<file path="src/rtl/fetch_ctrl.sv">
// -----------------------------------------------------------------------------
// fetch_ctrl -- instruction fetch controller for the IF stage
//
// Purpose:
//   Issues instruction-memory reads, hands returned instructions to IF/ID,
//   and drives the PC register load, PC mux select and PC mux target. It
//   owns no PC itself. A redirect seen while a read is outstanding is
//   remembered, and the matching response is dropped when it arrives, so the
//   fetch address stays stable for the whole request. A response that IF/ID
//   cannot take because of a stall is parked in a hold register and
//   re-presented until the stall clears.
//
// Handshake:
//   imem_read_o is held high in FETCH until imem_resp_i is seen high on a
//   rising clk edge. That edge completes the request, and imem_rdata_i is
//   taken in the same cycle. IF_valid_o marks a cycle in which IF_instr_o
//   carries an instruction for IF/ID. IF/ID stalls it through stall_i; while
//   stalled, the same word is presented again every cycle.
//
// Ports:
//   clk                in   clock, rising-edge
//   rst                in   asynchronous active-low reset
//   stall_i            in   IF/ID cannot accept an instruction
//   redirect_i         in   taken branch/jump from EX
//   redirect_jalr_i    in   redirect is a JALR (target LSB cleared)
//   redirect_target_i  in   [31:0] redirect target
//   imem_resp_i        in   instruction memory response
//   imem_rdata_i       in   [31:0] instruction memory data
//   imem_read_o        out  instruction memory read request
//   IF_PC_write_o      out  PC register load enable
//   IF_pcmux_sel_o     out  PC mux select (pcmux_sel_t)
//   IF_alu_out_o       out  [31:0] PC mux target input
//   IF_valid_o         out  instruction valid to IF/ID
//   IF_instr_o         out  [31:0] instruction to IF/ID
//   state_o            out  current FSM state (debug)
//
// Optional feature (macro FETCH_CTRL_PERF_EN):
//   perf_fetch_o   out [31:0]  valid instructions delivered
//   perf_squash_o  out [31:0]  responses dropped because of a redirect
//   perf_stall_o   out [31:0]  cycles spent in HOLD
//   All three counters saturate at 0xFFFFFFFF and reset to 0.
// -----------------------------------------------------------------------------

package fetch_ctrl_pkg;

    typedef enum logic [1:0] {
        pc_plus4 = 2'd0,
        alu_out  = 2'd1,
        alu_mod2 = 2'd2
    } pcmux_sel_t;

    typedef enum logic [1:0] {
        IDLE  = 2'd0,
        FETCH = 2'd1,
        HOLD  = 2'd2
    } fetch_state_t;

endpackage

module fetch_ctrl
    import fetch_ctrl_pkg::*;
(
    input  logic         clk,
    input  logic         rst,
    input  logic         stall_i,
    input  logic         redirect_i,
    input  logic         redirect_jalr_i,
    input  logic [31:0]  redirect_target_i,
    input  logic         imem_resp_i,
    input  logic [31:0]  imem_rdata_i,
    output logic         imem_read_o,
    output logic         IF_PC_write_o,
    output pcmux_sel_t   IF_pcmux_sel_o,
    output logic [31:0]  IF_alu_out_o,
    output logic         IF_valid_o,
    output logic [31:0]  IF_instr_o,
    output fetch_state_t state_o
`ifdef FETCH_CTRL_PERF_EN
    ,
    output logic [31:0]  perf_fetch_o,
    output logic [31:0]  perf_squash_o,
    output logic [31:0]  perf_stall_o
`endif
);

    // -------------------------------------------------------------------------
    // State
    // -------------------------------------------------------------------------
    fetch_state_t state_q;
    fetch_state_t state_d;

    // The pending redirect is written only while a read is outstanding. It is
    // consumed by the response that ends that read.
    logic         pend_valid_q;
    logic         pend_jalr_q;
    logic [31:0]  pend_target_q;

    logic [31:0]  hold_q;

    // Strobes from the next-state logic into the storage registers.
    logic         pend_set;
    logic         pend_clr;
    logic         hold_load;

    // A redirect raised in the same cycle as the response takes precedence
    // over the stored one, because it is the newer one.
    logic         redir_any;
    logic         redir_jalr;
    logic [31:0]  redir_target;

    assign redir_any    = redirect_i | pend_valid_q;
    assign redir_jalr   = redirect_i ? redirect_jalr_i   : pend_jalr_q;
    assign redir_target = redirect_i ? redirect_target_i : pend_target_q;

    assign state_o = state_q;

    // -------------------------------------------------------------------------
    // State register
    // -------------------------------------------------------------------------
    always_ff @(posedge clk or negedge rst) begin
        if (!rst) begin
            state_q <= IDLE;
        end else begin
            state_q <= state_d;
        end
    end

    // -------------------------------------------------------------------------
    // Next state and outputs
    // -------------------------------------------------------------------------
    always_comb begin
        state_d        = state_q;
        imem_read_o    = 1'b0;
        IF_PC_write_o  = 1'b0;
        IF_pcmux_sel_o = pc_plus4;
        IF_alu_out_o   = 32'h0;
        IF_valid_o     = 1'b0;
        IF_instr_o     = 32'h0;
        pend_set       = 1'b0;
        pend_clr       = 1'b0;
        hold_load      = 1'b0;

        case (state_q)
            // One quiet cycle after reset. Any response still in flight from
            // before reset arrives here and is ignored.
            IDLE: begin
                state_d = FETCH;
            end

            FETCH: begin
                imem_read_o = 1'b1;
                if (!imem_resp_i) begin
                    // The read is still outstanding. The PC must not move, so
                    // a redirect is only recorded. A later redirect overwrites
                    // it.
                    if (redirect_i) begin
                        pend_set = 1'b1;
                    end
                end else if (redir_any) begin
                    // The word belongs to the wrong path. Drop it and steer
                    // the PC to the target.
                    IF_PC_write_o  = 1'b1;
                    IF_pcmux_sel_o = redir_jalr ? alu_mod2 : alu_out;
                    IF_alu_out_o   = redir_target;
                    pend_clr       = 1'b1;
                end else if (!stall_i) begin
                    IF_valid_o    = 1'b1;
                    IF_instr_o    = imem_rdata_i;
                    IF_PC_write_o = 1'b1;
                end else begin
                    // The word is presented now and kept. The PC does not
                    // advance until IF/ID takes the word.
                    IF_valid_o = 1'b1;
                    IF_instr_o = imem_rdata_i;
                    hold_load  = 1'b1;
                    state_d    = HOLD;
                end
            end

            HOLD: begin
                if (redirect_i) begin
                    IF_PC_write_o  = 1'b1;
                    IF_pcmux_sel_o = redirect_jalr_i ? alu_mod2 : alu_out;
                    IF_alu_out_o   = redirect_target_i;
                    state_d        = FETCH;
                end else begin
                    IF_valid_o = 1'b1;
                    IF_instr_o = hold_q;
                    if (!stall_i) begin
                        IF_PC_write_o = 1'b1;
                        state_d       = FETCH;
                    end
                end
            end

            default: begin
                state_d = IDLE;
            end
        endcase
    end

    // -------------------------------------------------------------------------
    // Pending redirect register
    // -------------------------------------------------------------------------
    always_ff @(posedge clk or negedge rst) begin
        if (!rst) begin
            pend_valid_q  <= 1'b0;
            pend_jalr_q   <= 1'b0;
            pend_target_q <= 32'h0;
        end else if (pend_set) begin
            pend_valid_q  <= 1'b1;
            pend_jalr_q   <= redirect_jalr_i;
            pend_target_q <= redirect_target_i;
        end else if (pend_clr) begin
            pend_valid_q  <= 1'b0;
            pend_jalr_q   <= 1'b0;
            pend_target_q <= 32'h0;
        end
    end

    // -------------------------------------------------------------------------
    // Hold register
    // -------------------------------------------------------------------------
    always_ff @(posedge clk or negedge rst) begin
        if (!rst) begin
            hold_q <= 32'h0;
        end else if (hold_load) begin
            hold_q <= imem_rdata_i;
        end
    end

`ifdef FETCH_CTRL_PERF_EN
    // -------------------------------------------------------------------------
    // Performance counters
    // -------------------------------------------------------------------------
    logic ev_fetch;
    logic ev_squash;
    logic ev_stall;

    // A word re-presented from HOLD is not counted again. It was counted
    // when its response was accepted in FETCH.
    always_comb begin
        ev_fetch  = 1'b0;
        ev_squash = 1'b0;
        ev_stall  = 1'b0;
        if (state_q == FETCH && imem_resp_i) begin
            ev_fetch  = !redir_any;
            ev_squash = redir_any;
        end
        if (state_q == HOLD) begin
            ev_stall = 1'b1;
        end
    end

    always_ff @(posedge clk or negedge rst) begin
        if (!rst) begin
            perf_fetch_o  <= 32'h0;
            perf_squash_o <= 32'h0;
            perf_stall_o  <= 32'h0;
        end else begin
            if (ev_fetch && perf_fetch_o != 32'hFFFF_FFFF) begin
                perf_fetch_o <= perf_fetch_o + 32'd1;
            end
            if (ev_squash && perf_squash_o != 32'hFFFF_FFFF) begin
                perf_squash_o <= perf_squash_o + 32'd1;
            end
            if (ev_stall && perf_stall_o != 32'hFFFF_FFFF) begin
                perf_stall_o <= perf_stall_o + 32'd1;
            end
        end
    end
`endif

endmodule

</file>
<file path="config.mk">
export PLATFORM = sky130hd
export DESIGN_NAME = fetch_ctrl
export DESIGN_NICKNAME = d
export VERILOG_FILES = /design/src/rtl/fetch_ctrl.sv
export SDC_FILE = /design/constraint.sdc
export NUM_CORES = 1
export LEC_CHECK = 0
export ABC_CLOCK_PERIOD_IN_PS = 1800
export BUFFER_PORTS_ARGS = -buffer_cell sky130_fd_sc_hd__buf_4
export CAP_MARGIN = 40
export CELL_PAD_IN_SITES_DETAIL_PLACEMENT = 0
export CELL_PAD_IN_SITES_GLOBAL_PLACEMENT = 1
export CORE_UTILIZATION = 35
export CTS_CLUSTER_SIZE = 28
export DETAILED_ROUTE_END_ITERATION = 8
export PLACE_DENSITY = 0.74
export SLEW_MARGIN = 20
export SYNTH_ARGS = -nofsm -noshare
export SYNTH_HDL_FRONTEND = slang
export SYNTH_SLANG_ARGS = --single-unit
export TNS_END_PERCENT = 10
</file>
<file path="constraint.sdc">
create_clock -name clk -period 1.8 [get_ports clk]
set_input_delay 0.36 -clock clk [delete_from_list [all_inputs] [get_ports clk]]
set_output_delay 0.36 -clock clk [all_outputs]
set_load 0.02 [all_outputs]
</file>
# ---- Yosys cells after proc, flatten, opt, wreduce, memory -nomap -nowiden
# Index checks and enable logic that the tools add are counted.
dict set report totals {
  ff_bits 68
  input_bits 70
  out_inout_bits 71
  elab_cells 62
}
dict set report op_classes {
  n_eq_ne 6
  muxes 47
  n_bitwise 1
  reduce_logical 3
}
# operator n
set op_table {}
lappend op_table {{2-to-1 mux 32 bit} 9}
lappend op_table {{case mux 32 bit (2 select lines)} 2}
lappend op_table {{2-to-1 mux 1 bit} 22}
lappend op_table {{2-to-1 mux 2 bit} 10}
lappend op_table {{inequality test 2 bit, second input constant} 3}
lappend op_table {{case mux 2 bit (3 select lines)} 1}
lappend op_table {{case mux 1 bit (2 select lines)} 2}
lappend op_table {{case mux 2 bit (2 select lines)} 1}
lappend op_table {{AND reduction 4 bit} 1}
lappend op_table {{inequality test 3 bit, second input constant} 1}
lappend op_table {{== test 2 x 1 -> 1 bit, second input constant} 1}
lappend op_table {{== test 2 bit, second input constant} 1}
lappend op_table {{logical NOT 2 bit} 1}
lappend op_table {{nonzero test 2 bit} 1}
lappend op_table {{OR 1 bit} 1}

# ---- Longest topological paths before layout
dict set report depth {
  word_depth 6
  ltp_mapped 8
  depth_no_buf 5
}

# ---- Worst setup path after synthesis
# Ideal clock, no wire load.
dict set report synth_path {
  kind {reg-to-output}
  startpoint {register state_q[1], in the netlist state_o[1]}
  endpoint {output port IF_alu_out_o[0]}
  arrival_time_ps 2125
  t_required_ps 1440
  slack_ps -685
  path_stages_with_launch 8
  path_buffers 2
  path_cell_list {dfrtp_1 inv_1 ha_1 buf_2 a21oi_1 o21a_1 clkbuf_1 nor3b_1}
}
dict set report synth_via {
  elab_chain_cells 2
  elab_cells_between_ends 3
  classes_between {eq/ne (2); mux (1)}
}
# item line_no
set synth_lines {}
lappend synth_lines {{start: declaration} 89} ;# fetch_state_t state_q;
lappend synth_lines {{start signal: assignment} 124} ;# state_q <= state_d;
lappend synth_lines {{== test 2 bit / == test 2 x 1 -> 1 bit (equally long branches)} 143} ;# case (state_q)
lappend synth_lines {{case mux 32 bit (2 select lines) *} 143}
lappend synth_lines {{end: declaration} 74} ;# output logic [31:0] IF_alu_out_o,
# Mark *: on every way between the ends. The rest lies on a longest branch, timed or not.

# ---- Worst setup path after layout
dict set report layout_path {
  startpoint {register state_q[1], in the netlist state_o[1]}
  endpoint {output port IF_instr_o[2]}
}
dict set report layout_via {
  elab_chain_cells 2
  elab_cells_between_ends 3
  classes_between {eq/ne (2); mux (1)}
}
# item line_no
set layout_lines {}
lappend layout_lines {{== test 2 bit / == test 2 x 1 -> 1 bit (equally long branches)} 143}
lappend layout_lines {{case mux 32 bit (2 select lines) *} 143}
lappend layout_lines {{end: declaration} 76} ;# output logic [31:0] IF_instr_o,
# Marked as above.

==> results.md <==
- Fin util: 58.15%
- Worst-case clock buffer depth: 2
- Crit path required time: 1.44 ns
- Ports: 141
- Slew Viols, Final: 0
- Largest delay share family, worst path: simple AND/OR/NAND/NOR gates
- Fill cell count: slightly above 900
- Final WL: 11150 µm
- Max_cap viols: 0
- 1st-iter DRT viols: 119
- Final Cycle Share: 122.9%
- CP Class: reg2out
- Vias in the first global route: 3410
- Buf/Inv on CP: 3
- Proportion of layout cells with a drive suffix above 1: between 60% and 70%
- Adder-Cell Fraction of Synth Area: 1.277%
- Vias post-DR: 3340
- Slew headroom: 73.99%
- Simple-Gate Fraction of Synth Area: 14.17%
- Pre-CTS setup slack: -0.1929 ns
- #FFs+latches synth: 68
- Worst hold slack: ~0.25 ns
- Rows: 38
- Ant. Diodes: 0
- Cell area after synthesis: 3920 µm²
- DIE AREA: 11630 µm²
- Clk root buf: clkbuf_8
- Post-Layout Cell Count: approximately 640
- CP Launch Type: flip-flop
- Syn. warnings: 0
- Port Buffers: 140
- Placed insts: around 610
- Worst skew pair latency: 0.34 ns
- Via density: 5.227
- Pin count of the biggest net entering global routing: 36
- Tmin final: 2.212 ns
- Setup Skew: 0.007651 ns
- Syn-to-layout area delta: 61.51%
- Synthesized Nets: 410
- Violated checks: negative setup slack
- Mux contribution to synthesized area: 19.89%
- Wire length per cell: about 17 µm
- Register area share after synthesis: between 40% and 50%
- Setup_tns: -29.56 ns
- Cell count after synthesis: 336
- Status: finished with violations
- Final hold vios: 0
- CP max stage cell: dfrtp_2
- HPWL Detailed: about 7300 µm
- Unrepaired setup endpoints after global routing: yes
- Area after DPL: 5799 µm²
- Largest family of logic cells by synthesized area: multiplexers
- Fin nets: between 500 and 600
- Post-Layout Inst Area: ~6300 µm²
- Gr ovfl total: 0
- Initial antenna violation count: 0
- Mean Syn Cell Area: 11.67 µm²
- CTS tree: done
- Crit. End Element: output port
- # setup viols final: 100
- Crit-path cells: inv_2 -> ha_4 -> and4bb_4 -> clkbuf_16 -> a22oi_1 -> nor2b_2 -> buf_6
- Core Area: roughly 11000 µm²
- Global-route wire length before repair: approximately 18000 µm
- Worst VDD drop: 0.4615 mV
- Final WS setup: -0.4123 ns
- Most frequent cells in the layout: buf_4, dfrtp_1, buf_6, a22o_1, mux2i_1
- Crit path arrival time: 1.85 ns
- Htree depth: 3
- Leakage: 3.032 nW
- Worst-path clk slew: roughly 0.08 ns
- Total GRT Usage: approximately a fifth
- Post-route ant nets: 0
- CTS Buf Count: 9
- Post-Synth XOR/XNOR Area: 0%
- RePlAce Congestion: roughly 0.76
- CP max stage delay: 0.41 ns
- Max Clk Rate: 0.4520 GHz
- Clock Sinks: between 60 and 70
- PD cells: ~1300 nW/µm²
- Starting density of the core: approximately 36%
- DRC viols: 0
- Most common cell after layout, fill and taps aside: buf_4
- Die Wd: between 100 and 150 µm
- Tightest Hold Check Type: in2reg
- Worst Tran Pin Value: 0.3901 ns
- Distinct cells, synth: 33
- Synth Area in Compound Gates: 16.50%
- Pwr Total: 8.305 mW
- DRT Pass-1 Iters: 4
- Crit-path max FO: 8
- Die H: 107.8 µm
## sequential cells by signal, indices dropped and copies added, names as in the netlist
| name | cells |
|---|---|
| hold_q | 32 |
| pend_target_q | 32 |
| state_o | 2 |
| pend_jalr_q | 1 |
| pend_valid_q | 1 |
## final cells by class
class | instances | area, µm² | share of cell area [%]
multi-input cells | 230 | 2540 | 40.12
clock inverters | 5 | 27.53 | 0.4348
repair buffers | 181 | 1728 | 27.29
clock buffers | 11 | 141.4 | 2.233
inverters | 4 | 15.01 | 0.2372
well taps | 140 | 175.2 | 2.767
flip-flops and latches | 68 | 1704 | 26.92
## worst register-to-register path, stage by stage (launching register included)
cell	delay [ns]
dfrtp_2	0.41
inv_2	0.07
ha_4	0.16
and4bb_4	0.33
buf_16	0.17
buf_4	0.13
nand2_4	0.07
buf_12	0.17
mux2_4	0.31
## logic make-up after synthesis
family	after synthesis
adders and majority gates	4
muxes	63
AOI/OAI and AO/OA	82
DFF	68
and+or+nand+nor	81
buffers and inverters	38
## routing by layer
metal / vias to the layer above / track usage (%) / part of all wire, %
li1: 1562 / - / -
met1: 1654 / 25.66 / 45
met2: 112 / 30.95 / 46
met3: 12 / 5.448 / 7.5
met4: 0 / 6.262 / 1.2
met5: - / 0 / 0
## cells in the mapped netlist
library cell / count / area [µm²]
ha_1: 4 / 50.05
o211a_1: 1 / 10.01
nand2_4: 1 / 11.26
o21a_1: 2 / 15.01
mux2_4: 29 / 435.4
a21boi_0: 3 / 22.52
buf_4: 1 / 7.510
nor2_1: 2 / 7.510
buf_2: 14 / 70.07
and2_1: 1 / 6.260
a22o_1: 33 / 289.0
a22oi_1: 33 / 247.7
nor2_2: 1 / 6.260
nand3b_1: 1 / 7.510
o211ai_1: 3 / 22.52
nor2b_1: 35 / 219.0
o21ai_0: 2 / 10.01
mux2i_1: 31 / 310.3
nor3b_1: 31 / 232.7
clkbuf_1: 16 / 60.06
and3b_1: 1 / 8.760
a21oi_1: 3 / 15.01
a2111oi_0: 1 / 8.760
nand2_1: 1 / 3.750
inv_1: 4 / 15.01
and4bb_1: 1 / 12.51
o22ai_1: 1 / 6.260
dfrtp_1: 68 / 1702
nand3_1: 4 / 20.02
or3b_2: 1 / 8.760
mux2_2: 3 / 33.78
nand4bb_1: 1 / 11.26
buf_6: 3 / 33.78
## power breakdown
group,internal [mW],switching [mW],total (mW)
Clock,0.529,0.584,1.11
Sequential,2.27,0.442,2.72
Combinational,2.59,1.89,4.48
## what timing repair did
item                                   CTS  global route
setup buffers                            2             2
endpoints found under the hold margin   25             0
setup endpoints to repair              100           100
pin swaps                                4             9
resized for setup                       35            23
hold buffers                             1             0
gates cloned                             2             2
## path summary, 6_finish.rpt
kind / from / endpoint / slack (ns) / cells after the start
hold / removal: redirect_target_i[4] / pend_target_q[4] / 0.25 / 2
max in group asynchronous: rst / pend_target_q[7] / 0.71 / 3
setup / recovery: state_o[1] / IF_instr_o[2] / -0.41 / 7
min in group asynchronous: rst / pend_target_q[29] / 0.49 / 2
hold reg to reg: pend_target_q[0] / pend_target_q[0] / 0.50 / 1
setup reg to reg: state_o[1] / hold_q[16] / -0.13 / 8
Power figures use the tool's default switching activity.
